## config.mk

```make
export PLATFORM = sky130hd
export DESIGN_NAME = fixed_to_signmag_stage
export DESIGN_NICKNAME = d
export VERILOG_FILES = /design/src/rtl/fixed_to_signmag_stage.sv
export SDC_FILE = /design/constraint.sdc
export NUM_CORES = 1
export LEC_CHECK = 0
export ABC_AREA = 1
export CORE_MARGIN = 3
export CORE_UTILIZATION = 41
export DETAILED_ROUTE_END_ITERATION = 16
export GPL_TIMING_DRIVEN = 0
export MAX_ROUTING_LAYER = met4
export PLACE_DENSITY = 0.67
export SLEW_MARGIN = 20
export SYNTH_ARGS = -nofsm -noshare
export SYNTH_HDL_FRONTEND = slang
export SYNTH_SLANG_ARGS = --single-unit
export TNS_END_PERCENT = 50
```

## constraint.sdc

```tcl
create_clock -name clk -period 2.55 [get_ports clk]
set_input_delay 0.3825 -clock clk [delete_from_list [all_inputs] [get_ports clk]]
set_output_delay 0.3825 -clock clk [all_outputs]
set_load 0.005 [all_outputs]
```

## src/rtl/fixed_to_signmag_stage.sv

```systemverilog
// Splits two's-complement fixed-point samples into sign, integer magnitude and
// fraction magnitude, buffered in a 2-entry skid buffer with a registered s_ready.
module fixed_to_signmag_stage #(
  parameter int int_len = 16,
  parameter int fra_len = 16
) (
  input  logic                       clk,
  input  logic                       rst_n,
  input  logic                       clr,
  input  logic                       s_valid,
  output logic                       s_ready,
  input  logic [int_len+fra_len-1:0] s_data,
  output logic                       m_valid,
  input  logic                       m_ready,
  output logic [int_len-1:0]         m_integer,
  output logic [fra_len-1:0]         m_fraction,
  output logic                       m_sign,
  output logic                       m_zero,
  output logic [15:0]                sample_cnt
);

  localparam int N = int_len + fra_len;

  typedef enum logic [1:0] {
    EMPTY = 2'd0,
    ONE   = 2'd1,
    FULL  = 2'd2
  } state_e;

  typedef struct packed {
    logic               sign;
    logic               zero;
    logic [int_len-1:0] ipart;
    logic [fra_len-1:0] fpart;
  } entry_t;

  // The most-negative input negates to itself, which read as unsigned is 2^(N-1).
  function automatic entry_t convert(input logic [N-1:0] d);
    logic [N-1:0] mag;
    entry_t       e;
    mag     = d[N-1] ? (~d + {{(N-1){1'b0}}, 1'b1}) : d;
    e.sign  = d[N-1];
    e.zero  = (mag == {N{1'b0}});
    e.ipart = mag[N-1:fra_len];
    e.fpart = mag[fra_len-1:0];
    return e;
  endfunction

  state_e      state_q, state_d;
  entry_t      head_q, head_d;
  entry_t      skid_q, skid_d;
  logic [15:0] cnt_q, cnt_d;
  logic        s_ready_q, s_ready_d;
  logic        m_valid_q, m_valid_d;
  logic        accept;
  logic        pop;
  entry_t      conv;

  assign accept = s_valid & s_ready_q;
  assign pop    = m_valid_q & m_ready;
  assign conv   = convert(s_data);

  // Next-state, buffer contents and accept counter.
  always_comb begin
    state_d = state_q;
    head_d  = head_q;
    skid_d  = skid_q;
    cnt_d   = cnt_q;
    if (clr) begin
      state_d = EMPTY;
      head_d  = '0;
      skid_d  = '0;
    end else begin
      if (accept) begin
        cnt_d = cnt_q + 16'd1;
      end else begin
        cnt_d = cnt_q;
      end
      case (state_q)
        EMPTY: begin
          if (accept) begin
            state_d = ONE;
            head_d  = conv;
          end else begin
            state_d = EMPTY;
          end
        end
        ONE: begin
          if (accept && !pop) begin
            state_d = FULL;
            skid_d  = conv;
          end else if (pop && !accept) begin
            state_d = EMPTY;
            head_d  = '0;
          end else if (accept && pop) begin
            head_d  = conv;
          end else begin
            state_d = ONE;
          end
        end
        FULL: begin
          if (pop) begin
            state_d = ONE;
            head_d  = skid_q;
            skid_d  = '0;
          end else begin
            state_d = FULL;
          end
        end
        default: begin
          state_d = EMPTY;
          head_d  = '0;
          skid_d  = '0;
        end
      endcase
    end
    m_valid_d = (state_d != EMPTY);
    s_ready_d = (state_d != FULL);
  end

  // State and data registers; s_ready stays low until the first edge after reset.
  always_ff @(posedge clk or negedge rst_n) begin
    if (!rst_n) begin
      state_q   <= EMPTY;
      head_q    <= '0;
      skid_q    <= '0;
      cnt_q     <= 16'd0;
      s_ready_q <= 1'b0;
      m_valid_q <= 1'b0;
    end else begin
      state_q   <= state_d;
      head_q    <= head_d;
      skid_q    <= skid_d;
      cnt_q     <= cnt_d;
      s_ready_q <= s_ready_d;
      m_valid_q <= m_valid_d;
    end
  end

  assign s_ready    = s_ready_q;
  assign m_valid    = m_valid_q;
  assign m_sign     = head_q.sign;
  assign m_zero     = head_q.zero;
  assign m_integer  = head_q.ipart;
  assign m_fraction = head_q.fpart;
  assign sample_cnt = cnt_q;

endmodule

```

==> results.md, run 1 <==
- Syn Inst Count: 629
- CP required: 2.76 ns
- Die area: 13500 um2
- Worst skew pair latency: 0.35 ns
- Fin crit share: 92.6%
- DRT iter0 DRCs: 355
- Min-Delay Path Class: primary input to asynchronous set/reset pin
- Count of buffers from port buffering: 87
- Root buf cell: clkbuf_16
- Crit start category: primary input
- Worst-path clk slew: 0.06 ns
- Post-Syn Area: 4980 um2
- 1st-pass router iterations: 5
- # diodes: 0
- Setup TNS: 0 ns
- Syn_area_per_cell: 7.92 um2
- CTS tree: built
- Crit Path Category: primary input to register
- Final setup violation count: 0
- Final antenna-violating net count: 0
- Maximum vdd drop: 0.314 mV
- Post-synth net total: 668
- CTS max path bufs: 2
- Seq/Total Area, Yosys: 44.2%
- Via count: 4698
- Yosys warnings: 0
- Initial Util: 42.7%
- Initial antenna violation count: 0
- Top_reg_cell synth: dfrtp_1
- CTS H-tree depth: 3
- Clock Skew: 0.0102 ns
- Vias per cell: 5.37
- Nets: 767
- Final RePlAce weighted congestion: 0.894
- Chip width: 116 um
- Non-Filler Instances: 875
- Drt total wl: 14600 um
- Vias in the first global route: 4780
- Hpwl dp: 11400 um
- Slew Limit Fails: 0
- Total Routing Usage GR: 23.5%
- Die Y: 116 um
- Max Freq: 423 MHz
- Layout cells sized above 1: 9.29%
- Power per cell area: 626 nW/um2
- Maxcap violations: 0
- Worst Tran Pin Value: 0.674 ns
- FILL cells: 1149
- Worst-path maximum fanout: 10
- Final cell utilization of the core: 54.7%
- Final Power: 3.99 mW
- Fin Hold WS: 0.0711 ns
- Area Overhead vs Synth: 28.0%
- Unique masters post-synth: 37
- Commonest non-fill, non-tap cell in the layout: nand2_1
- CTS Buf Count: 9
- Commonest cells after routing, fill and taps aside: nand2_1, dfrtp_1, clkdlybuf4s50_1, nor2_1, inv_1
- First-pass GRT wire length: 23800 um
- Critical path endpoint category: register
- Largest net degree at the start of global routing: 53
- RSZ-0062 raised after global routing: no
- # clock sinks: 88
- LEAKAGE: 3.01 nW
- Ports: 89
- Seq cells post-synth: 88
- DP Cell Count: 860
- Core area: 11700 um2
- Gr ovfl total: 0
- Crit path DAT: 2.57 ns
- DRC viols: 0
- Result of the run: complete, no violations
- Site row count: 39
- Hold-fix buffers at CTS: 0
- Average wire per standard cell: 16.7 um
- Shortest period the worst path allows: 2.36 ns
- Async S/R FF share, synth: 100%
- Number of flops mapped to enable cells by yosys: 0
- Max-slew headroom: 55.1%
- Final hold violations: 0
-- metrics by stage --
stage	setup WS (ns)	cell area [um2]
after floorplan	0.670	4980
after global placement	-2.02	6030
after detailed placement	-0.367	6050
after CTS	0.00387	6360
after global routing	0.00215	6380
final	0.189	6380
-- flip-flops by register name, summed over array words and instances, names as in the netlist --
register	flops
m_fraction	16
m_integer	16
m_sign	1
m_valid	1
m_zero	1
s_ready	1
sample_cnt	16
skid_q	34
state_q	2
-- repair_timing --
action	in CTS	in global routing
gates resized for setup	1	7
pin swaps	0	1
gates cloned	0	0
buffers inserted	0	0
endpoints found under the setup margin	1	2
-- kinds of logic after synthesis --
group / synth area share (%)
AO/OA/AOI/OAI: 15.9
XOR/XNOR: 2.81
adder cells (fa/ha/maj): 0.502
buffers and inverters: 7.03
flip-flops: 44.2
multiplexers: 0.226
AND/OR/NAND/NOR: 29.3
-- per-layer routing --
layer | wire length (um) | vias to the layer above | track usage [%]
met2 | 7030 | 136 | 38.0
met1 | 6530 | 2237 | 29.6
met5 | 0 | - | -
met3 | 717 | 26 | 4.72
li1 | - | 2299 | -
met4 | 304 | 0 | 7.42
-- final timing paths --
kind | startpoint | endpoint | slack (ns) | depth (start not counted)
hold / removal | rst_n | m_fraction[10] | 0.07 | 1
setup reg to reg | s_ready | m_integer[13] | 0.26 | 11
setup / recovery | s_valid | m_integer[13] | 0.19 | 12
min in group clk | s_data[0] | skid_q[0] | 0.47 | 2
max in group asynchronous | rst_n | m_sign | 1.85 | 2
hold reg to reg | m_integer[12] | m_integer[12] | 0.49 | 2
-- cell type report --
cell class	count	area, um2	share of cell area, %
plain buffers	24	110	1.73
clock buffers	11	253	3.96
clock inverters	4	51.3	0.804
inverters	64	240	3.77
multi-input cells	453	2450	38.4
flip-flops and latches	88	2200	34.5
well taps	143	179	2.81
repair buffers	88	891	14.0
-- power by group --
group | switching (mW) | internal (mW) | total [mW]
logic | 0.508 | 0.455 | 0.963
clock network | 0.548 | 0.809 | 1.36
registers | 0.119 | 1.56 | 1.67
-- critical path, cell delays in order --
cell             delay, ns
clkdlybuf4s50_1       0.40
nand2_1               0.12
inv_1                 0.10
nor2_1                0.15
inv_1                 0.09
nor2_1                0.13
inv_1                 0.07
nand2_1               0.10
clkinv_1              0.30
clkbuf_1              0.34
a22oi_1               0.26
o21ai_0               0.12
-- synth_stat cells (2+ instances only) --
cell / number / share of area (%)
nor2_1: 75 / 5.6
buf_4: 2 / 0.30
a22o_1: 10 / 1.8
dfrtp_1: 88 / 44
o21ai_0: 30 / 3.0
inv_2: 8 / 0.60
nor2_2: 12 / 1.5
nand2_2: 9 / 1.1
nor3_1: 8 / 0.80
a21oi_1: 2 / 0.20
xnor2_1: 7 / 1.2
buf_2: 4 / 0.40
nand4_1: 5 / 0.63
nand3_1: 30 / 3.0
nand3_2: 3 / 0.60
o22ai_1: 20 / 2.5
o21bai_1: 3 / 0.45
a22oi_1: 20 / 3.0
nand2_4: 5 / 1.1
inv_1: 55 / 4.1
nand3b_1: 12 / 1.8
a32o_1: 21 / 4.2
nor2_8: 2 / 0.80
xor2_1: 9 / 1.6
ha_1: 2 / 0.50
nand2_1: 161 / 12
clkbuf_1: 16 / 1.2
(Power assumes the default switching activity.)
==> inputs of run 2 (changes only) <==
--- a/config.mk
+++ b/config.mk
@@ -9,9 +9,10 @@
 export CORE_MARGIN = 3
 export CORE_UTILIZATION = 41
 export DETAILED_ROUTE_END_ITERATION = 16
+export DONT_BUFFER_PORTS = 1
 export GPL_TIMING_DRIVEN = 0
 export MAX_ROUTING_LAYER = met4
-export PLACE_DENSITY = 0.67
+export PLACE_DENSITY = 0.57
 export SLEW_MARGIN = 20
 export SYNTH_ARGS = -nofsm -noshare
 export SYNTH_HDL_FRONTEND = slang
==> results.md, run 2 (synthesized netlist as in run 1, its figures left out) <==
- Die area: 13500 um2 (unchanged)
- Fin Hold WS: 0.201 ns (was 0.0711 ns)
- Final cell utilization of the core: 47.2% (was 54.7%)
- Site row count: 39 (unchanged)
- Min-Delay Path Class: primary input to register (was primary input to asynchronous set/reset pin)
- Final antenna-violating net count: 0 (unchanged)
- Setup TNS: 0 ns (unchanged)
- Final Power: 3.69 mW (was 3.99 mW)
- Max reg flops: 34 (unchanged)
- Via count: 4344 (was 4698)
- Total Routing Usage GR: 22.2% (was 23.5%)
- Core area: 11700 um2 (unchanged)
- Worst Tran Pin Value: 0.572 ns (was 0.674 ns)
- Clock Skew: 0.00906 ns (was 0.0102 ns)
- Maxcap violations: 0 (unchanged)
- Chip width: 116 um (unchanged)
- Worst-path maximum fanout: 10 (unchanged)
- Commonest cells after routing, fill and taps aside: nand2_1, dfrtp_1, nor2_1, inv_1 (was nand2_1, dfrtp_1, clkdlybuf4s50_1, nor2_1, inv_1)
- Initial Util: 42.7% (unchanged)
- Initial antenna violation count: 0 (unchanged)
- Final hold violations: 0 (unchanged)
- CTS tree: built (unchanged)
- Worst path bufs/invs: 5 (was 6)
- Crit start category: register (was primary input)
- 1st-pass router iterations: 5 (unchanged)
- Shortest period the worst path allows: 2.25 ns (was 2.36 ns)
- Die Y: 116 um (unchanged)
- Commonest non-fill, non-tap cell in the layout: nand2_1 (unchanged)
- # clock sinks: 88 (unchanged)
- Crit path cell chain: nand2_1 > inv_1 > nor2_1 > inv_1 > nor2_1 > inv_1 > nand2_1 > clkinv_1 > clkbuf_1 > a22oi_1 > o21ai_0 (was clkdlybuf4s50_1 > nand2_1 > inv_1 > nor2_1 > inv_1 > nor2_1 > inv_1 > nand2_1 > clkinv_1 > clkbuf_1 > a22oi_1 > o21ai_0)
- Max-slew headroom: 61.9% (was 55.1%)
- Reg with most FFs: skid_q (unchanged)
- Slew Limit Fails: 0 (unchanged)
- Result of the run: complete, no violations (unchanged)
- Drt total wl: 13900 um (was 14600 um)
- Gr ovfl total: 0 (unchanged)
- Root buf cell: clkbuf_16 (unchanged)
- Slowest cell on the critical path: dfrtp_1 (was clkdlybuf4s50_1)
- Power per cell area: 670 nW/um2 (was 626 nW/um2)
- Ports: 89 (unchanged)
- DRC viols: 0 (unchanged)
- CP required: 2.76 ns (about the same)
- Max Freq: 444 MHz (was 423 MHz)
- Setup Fix Bufs, Post-CTS: 0 (unchanged)
- Footprint of the multi-input gates: 2430 um2 (was 2450 um2)
- DRT iter0 DRCs: 247 (was 355)
- Vias per cell: 5.50 (was 5.37)
- # diodes: 0 (unchanged)
- Critical Path Max Stage Delay: 0.39 ns (was 0.40 ns)
- Average wire per standard cell: 17.6 um (was 16.7 um)
- Worst skew pair latency: 0.35 ns (about the same)
- Non-Filler Instances: 790 (was 875)
- Crit path max-delay family: buffers and inverters (unchanged)
- RSZ-0062 raised after global routing: no (unchanged)
- Crit Path Category: register to register (was primary input to register)
- Layout cells sized above 1: 9.74% (was 9.29%)
- Crit path top cell by count: inv_1 (unchanged)
- Crit path DAT: 2.46 ns (was 2.57 ns)
- Worst-path clk slew: 0.07 ns (was 0.06 ns)
- Final setup violation count: 0 (unchanged)
- R2R Setup Slk: 0.30 ns (was 0.26 ns)
- Hpwl dp: 10800 um (was 11400 um)
- CTS H-tree depth: 3 (unchanged)
- First-pass GRT wire length: 22600 um (was 23800 um)
- DP Cell Count: 772 (was 860)
- Reg area: 2200 um2 (unchanged)
- Nets: 681 (was 767)
- LEAKAGE: 2.68 nW (was 3.01 nW)
- FILL cells: 1148 (was 1149)
- CTS Buf Count: 9 (unchanged)
- Final RePlAce weighted congestion: 0.899 (was 0.894)
- CTS max path bufs: 2 (unchanged)
- Maximum vdd drop: 0.305 mV (was 0.314 mV)
- Vias in the first global route: 4317 (was 4780)
- Fin crit share: 88.4% (was 92.6%)
- Area Overhead vs Synth: 10.5% (was 28.0%)
- Largest net degree at the start of global routing: 89 (was 53)
- Count of buffers from port buffering: 0 (was 87)
- Critical path endpoint category: register (unchanged)
==> run 2: final timing paths <==
check / from / end / cells past startpoint
max: s_ready / m_integer[10] / 11
min: s_data[0] / skid_q[0] / 1
max reg2reg: s_ready / m_integer[10] / 11
min reg2reg: skid_q[2] / skid_q[2] / 1
max in group asynchronous: rst_n / skid_q[31] / 2
min in group asynchronous: rst_n / m_fraction[6] / 2
==> run 2: timing repair <==
action,4_1_cts,5_1_grt
gates resized for setup,0,0
hold buffers,2,0
endpoints found under the setup margin,0,0
endpoints found under the hold margin,88,0
==> run 2: cell type report <==
class	instances	share of cell area, %
Clock buffer	11	4.41
Multi-Input combinational cell	453	44.1
Sequential cell	88	40.0
Buffer	24	2.00
Inverter	64	4.36
Clock inverter	5	1.16
Timing Repair Buffer	2	0.682
Tap cell	143	3.25
==> run 2: per-stage QoR <==
stage	cell area (um2)	setup slack, ns
floorplan	4980	0.670
global placement	5160	0.228
detailed placement	5160	0.195
CTS	5510	0.322
global route	5510	0.0231
finish	5510	0.297
==> run 2: layer usage <==
layer  GRT usage [%]  wire [um]  up-vias
li1                -          -     2132
met1            29.5       6450     2103
met2            34.3       6620       96
met3            5.23        698       13
met4            5.96        174        0
met5               -          0        -
==> run 2: worst reg2reg max path, stage by stage (launching register included) <==
cell and delay, ns:
dfrtp_1 0.39, nand2_1 0.11, inv_1 0.09, nor2_1 0.15, inv_1 0.09, nor2_1 0.13, inv_1 0.07, nand2_1 0.10
clkinv_1 0.31, clkbuf_1 0.34, a22oi_1 0.24, o21ai_0 0.10
==> run 2: report_power, final <==
| group | internal [mW] | switching [mW] | total [mW] | leakage (nW) |
|---|---|---|---|---|
| clock | 0.797 | 0.578 | 1.38 | 0.152 |
| sequential | 1.56 | 0.153 | 1.71 | 1.17 |
| combinational | 0.212 | 0.396 | 0.608 | 1.35 |
==> inputs of run 3 (changes only) <==
--- a/config.mk
+++ b/config.mk
@@ -10,9 +10,9 @@
 export CORE_UTILIZATION = 41
 export DETAILED_ROUTE_END_ITERATION = 16
 export DONT_BUFFER_PORTS = 1
-export GPL_TIMING_DRIVEN = 0
 export MAX_ROUTING_LAYER = met4
-export PLACE_DENSITY = 0.57
+export PLACE_DENSITY = 0.63
+export SKIP_LAST_GASP = 1
 export SLEW_MARGIN = 20
 export SYNTH_ARGS = -nofsm -noshare
 export SYNTH_HDL_FRONTEND = slang
==> results.md, run 3 (synthesized netlist as in run 1, its figures left out) <==
- Result of the run: complete, no violations (unchanged)
- Nets: 666 (was 681)
- Final cell utilization of the core: 46.9% (was 47.2%)
- Final Power: 3.64 mW (was 3.69 mW)
- Commonest cells after routing, fill and taps aside: nand2_1, dfrtp_1, nor2_1, inv_1 (unchanged)
- Fin crit share: 83.9% (was 88.4%)
- Ports: 89 (unchanged)
- CTS Buf Count: 9 (unchanged)
- Hpwl dp: 10000 um (was 10800 um)
- Max-slew headroom: 61.6% (was 61.9%)
- Crit path DAT: 2.35 ns (was 2.46 ns)
- CTS tree: built (unchanged)
- Total Routing Usage GR: 20.8% (was 22.2%)
- Switching Power: 1.08 mW (was 1.13 mW)
- Drt total wl: 13300 um (was 13900 um)
- Clock power frac: 36.9% (was 37.2%)
- Initial Util: 42.7% (unchanged)
- CTS resizes: 0 (unchanged)
- Via count: 4295 (was 4344)
- Commonest non-fill, non-tap cell in the layout: nand2_1 (unchanged)
- Maxcap violations: 0 (unchanged)
- Cell internal pwr: 2.56 mW (about the same)
- Clock Skew: 0.00652 ns (was 0.00906 ns)
- Max reg flops: 34 (unchanged)
- Die Y: 116 um (unchanged)
- Worst skew pair latency: 0.33 ns (was 0.35 ns)
- Crit start category: register (unchanged)
- Initial antenna violation count: 0 (unchanged)
- Site row count: 39 (unchanged)
- Min-Delay Path Class: primary input to register (unchanged)
- Largest net degree at the start of global routing: 89 (unchanged)
- Die area: 13500 um2 (unchanged)
- Core area: 11700 um2 (unchanged)
- Combinational share of power: 16.2% (was 16.5%)
- RSZ-0062 raised after global routing: no (unchanged)
- Worst-path maximum fanout: 10 (unchanged)
- Chip width: 116 um (unchanged)
- Area after DPL: 5120 um2 (was 5160 um2)
- Non-Filler Instances: 775 (was 790)
- Slowest cell on the critical path: dfrtp_1 (unchanged)
- Root buf cell: clkbuf_16 (unchanged)
- Fin area: 5460 um2 (was 5510 um2)
- 1st-pass router iterations: 5 (unchanged)
- CTS H-tree depth: 3 (unchanged)
- Final antenna-violating net count: 0 (unchanged)
- Gr ovfl total: 0 (unchanged)
- Crit path top cell by count: inv_1 (unchanged)
- Final RePlAce weighted congestion: 0.946 (was 0.899)
- # diodes: 0 (unchanged)
- Reg power frac: 46.9% (was 46.3%)
- Layout cells sized above 1: 10.3% (was 9.74%)
- DRC viols: 0 (unchanged)
- Area Overhead vs Synth: 9.64% (was 10.5%)
- Setup TNS: 0 ns (unchanged)
- LEAKAGE: 2.66 nW (was 2.68 nW)
- CP required: 2.76 ns (about the same)
- Max Freq: 467 MHz (was 444 MHz)
- Critical path endpoint category: register (unchanged)
- Crit Path Category: register to register (unchanged)
- Count of buffers from port buffering: 0 (unchanged)
- Worst-path clk slew: 0.07 ns (about the same)
- Switching share of power: 29.7% (was 30.5%)
- Maximum vdd drop: 0.312 mV (was 0.305 mV)
- CTS max path bufs: 2 (unchanged)
- Vias per cell: 5.54 (was 5.50)
- Average wire per standard cell: 17.2 um (was 17.6 um)
- DP Cell Count: 757 (was 772)
- Power per cell area: 666 nW/um2 (was 670 nW/um2)
- Worst Tran Pin Value: 0.575 ns (was 0.572 ns)
- Reg with most FFs: skid_q (unchanged)
- # clock sinks: 88 (unchanged)
- Final setup violation count: 0 (unchanged)
- Crit path cell chain: nand2_1 > inv_1 > nor2_1 > inv_1 > nor2_1 > inv_1 > nand2_1 > clkinv_1 > buf_4 > a22oi_1 > o21ai_0 (was nand2_1 > inv_1 > nor2_1 > inv_1 > nor2_1 > inv_1 > nand2_1 > clkinv_1 > clkbuf_1 > a22oi_1 > o21ai_0)
- Final hold violations: 0 (unchanged)
- First-pass GRT wire length: 21600 um (was 22600 um)
- Critical Path Max Stage Delay: 0.39 ns (about the same)
- Slew Limit Fails: 0 (unchanged)
- DRT iter0 DRCs: 289 (was 247)
- Vias in the first global route: 4266 (was 4317)
- Shortest period the worst path allows: 2.14 ns (was 2.25 ns)
[run 3: cell count changes in the layout (fill, tap and decap cells not counted), sizes merged]
cell      delta
clkbuf      -16
clkinv       -2
buf          +1
inv          -1
clkinvlp     +3
[run 3: per-layer routing]
layer	up-vias	track usage [%]	wire [um]
met1	2038	26.5	5900
met5	-	-	0
met4	0	5.65	171
li1	2107	-	-
met2	134	33.8	6420
met3	16	4.40	834
[run 3: worst paths after layout]
path	cells past startpoint	start	slack, ns	end
min	1	s_data[0]	0.22	skid_q[0]
min in group asynchronous	2	rst_n	0.63	m_fraction[5]
max	11	s_ready	0.41	m_integer[6]
max in group asynchronous	2	rst_n	1.58	skid_q[2]
min reg2reg	1	skid_q[30]	0.49	skid_q[30]
max reg2reg	11	s_ready	0.41	m_integer[6]
[run 3: final cells by class]
type / count / area [um2]
Sequential cell: 88 / 2200
Clock inverter: 5 / 63.8
Tap cell: 143 / 179
Inverter: 64 / 240
Timing Repair Buffer: 11 / 105
Clock buffer: 11 / 243
Fill cell: 1142 / 6200
Multi-Input combinational cell: 453 / 2430
[run 3: worst max-delay path: cells and delay by family (launching register included)]
family                 cells  cell delay, ns
buffers and inverters      5            0.81
and+or+nand+nor            4            0.51
DFF                        1            0.39
AOI/OAI and AO/OA          2            0.31
[run 3: stage by stage]
| step | hold WS [ns] | worst slack (ns) |
|---|---|---|
| floorplan | 0.0869 | 0.670 |
| global placement | 0.0908 | 0.377 |
| detailed placement | 0.0895 | 0.356 |
| CTS | 0.210 | 0.453 |
| global route | 0.216 | 0.224 |
| finish | 0.220 | 0.410 |
[run 3: repair_timing]
item,in CTS,in global routing
endpoints found under the setup margin,0,0
endpoints found under the hold margin,88,0
setup buffers,0,0
hold buffers,2,0
[run 3: power groups by stage]
stage | clock, mW | sequential, mW | combinational, mW
floorplan | 0 | 1.69 | 0.441
global placement | 0 | 1.73 | 0.537
detailed placement | 0 | 1.74 | 0.556
CTS | 1.38 | 1.71 | 0.593
global route | 1.44 | 1.74 | 0.672
finish | 1.34 | 1.71 | 0.588
==> RTL change, RTL diff (config.mk and constraints of run 2) <==
The parameter `int_len` goes from 16 to 32.
--- a/src/rtl/fixed_to_signmag_stage.sv
+++ b/src/rtl/fixed_to_signmag_stage.sv
@@ -2,5 +2,5 @@
 // fraction magnitude, buffered in a 2-entry skid buffer with a registered s_ready.
 module fixed_to_signmag_stage #(
-  parameter int int_len = 16,
+  parameter int int_len = 32,
   parameter int fra_len = 16
 ) (
Ports: changed (resized m_integer and s_data); port bits go from 89 to 121. The function was not compared with the original's and may differ.
==> RTL change against run 2 <==
The run now ends with hold timing left. Setup slack worse by 96 ps. Die area up 39%. Non-clock buffer count up 10. Sequential power up 33%. Cell area up 44%. Utilization up 0.42 points. Total power up 51%. Wire length up 53%. Sequential cell count up 32. Worst hold slack worse by 540 ps. Fmax down 4.1%. Area after synthesis up 42%. Critical path type is now input port to flip-flop. Critical endpoint is now m_zero$_DFFE_PN0P_.
==> RTL change: results (changes against run 2) <==
[status]
outcome = finished, violations left
violations = hold timing

[setup_path]
ff2ff_path_depth = 10  ; -1
cp_data_arrival_time_ps = 2710  ; +250 ps
cp_slowest_stage_delay_ps = 440  ; +50 ps
reg2reg_to = m_integer[21]$_DFFE_PN0P_
cp-startpoint = s_data[47]
cpLargestDelayFamily = simple AND/OR/NAND/NOR gates

[yosys]
synth.distinct_cells = 39  ; +5.4%
synth_cells = 941  ; +50%
seq_area_frac_synth_pct = 42.52  ; -1.7 points
synth_area_leaders = dfrtp_1, nand2_1, inv_1, nor2_1, o22ai_1

[power]
vdd_drop_max_mv = 0.4206  ; +38%
p_leak_nw = 3.912  ; +46%

[final_layout]
drive_above_1_share_pct = 8.745  ; -0.99 points
largest_register_ffs = 50  ; +47%

[timing]
hold_viol = 120  ; +120
period_share_pct = 92.13  ; +3.8 points
fin_hold_ws_ps = -338.0  ; -539.3 ps
skew_ps = 7.612  ; -1.452 ps

[cts]
worstSkewPairLatency_ps = 420  ; +70 ps

[hold_path]
holdCritPathClass = input port to async pin

[placed_design]
place_worst_setup_slack_ps = -254.7  ; -450.1 ps
hpwl_mm = 16.53  ; +53%
gp_congestion = 0.9660  ; +7.5%

[detailed_routing]
first_iter_violations = 458  ; +85%

[grt]
use_met3_pct = 6.063  ; +0.83 points
grt_use_met1_pct = 33.09  ; +3.6 points

==> RTL change: cell types whose count changed after synthesis, sizes merged, moves of 3 or more <==
cell | before | now
inv | 63 | 123
dfrtp | 88 | 120
or2 | 0 | 3
nand2 | 175 | 257
nor2 | 89 | 131
o22ai | 20 | 55
nand4 | 5 | 11
nand3 | 33 | 48
buf | 8 | 12
a22o | 10 | 28
o21ai | 31 | 35
clkbuf | 16 | 25
==> RTL change: cell families after synthesis <==
family / count (synthesis) / synth area share [%]
compound gates: 165 / 16.69
flops: 120 / 42.52
xor+xnor: 20 / 2.480
simple gates: 471 / 29.02
buf+inv: 163 / 8.946
fa+ha+maj: 2 / 0.3542
==> RTL change: cell type report <==
type	instances	area [um2]
inverters	126	476.7
plain buffers	36	155.1
fillers	1705	8746
clock inverters	14	172.7
multi-input cells	658	3433
clock buffers	18	439.2
flip-flops and latches	120	3003
well taps	220	275.3
==> RTL change: timing repair <==
action,in CTS,in global routing
setup endpoints to repair,0,34
gates resized for setup,0,3
endpoints found under the hold margin,120,120
==> RTL change: metal layers <==
| metal | vias to the layer above | part of all wire, % |
|---|---|---|
| li1 | 3152 | - |
| met1 | 3021 | 46 |
| met2 | 196 | 45 |
| met3 | 26 | 7.0 |
| met4 | 0 | 1.8 |
| met5 | - | 0 |
==> RTL change: power by group <==
group          switching [W]  total [W]  internal [W]
logic               0.000562   0.000839      0.000276
registers           0.000178    0.00227       0.00209
clock network       0.000909    0.00247       0.00156
total                0.00165    0.00558       0.00393
==> RTL change: metrics by stage <==
stage	total power, W	cell area [um2]	hold WS, ps
global placement	0.003134	7338	93.54
finish	0.005583	7955	-338.0
CTS	0.005625	7950	-352.0
detailed placement	0.003146	7338	94.29
floorplan	0.002874	7063	86.91
global route	0.005865	7955	-363.7
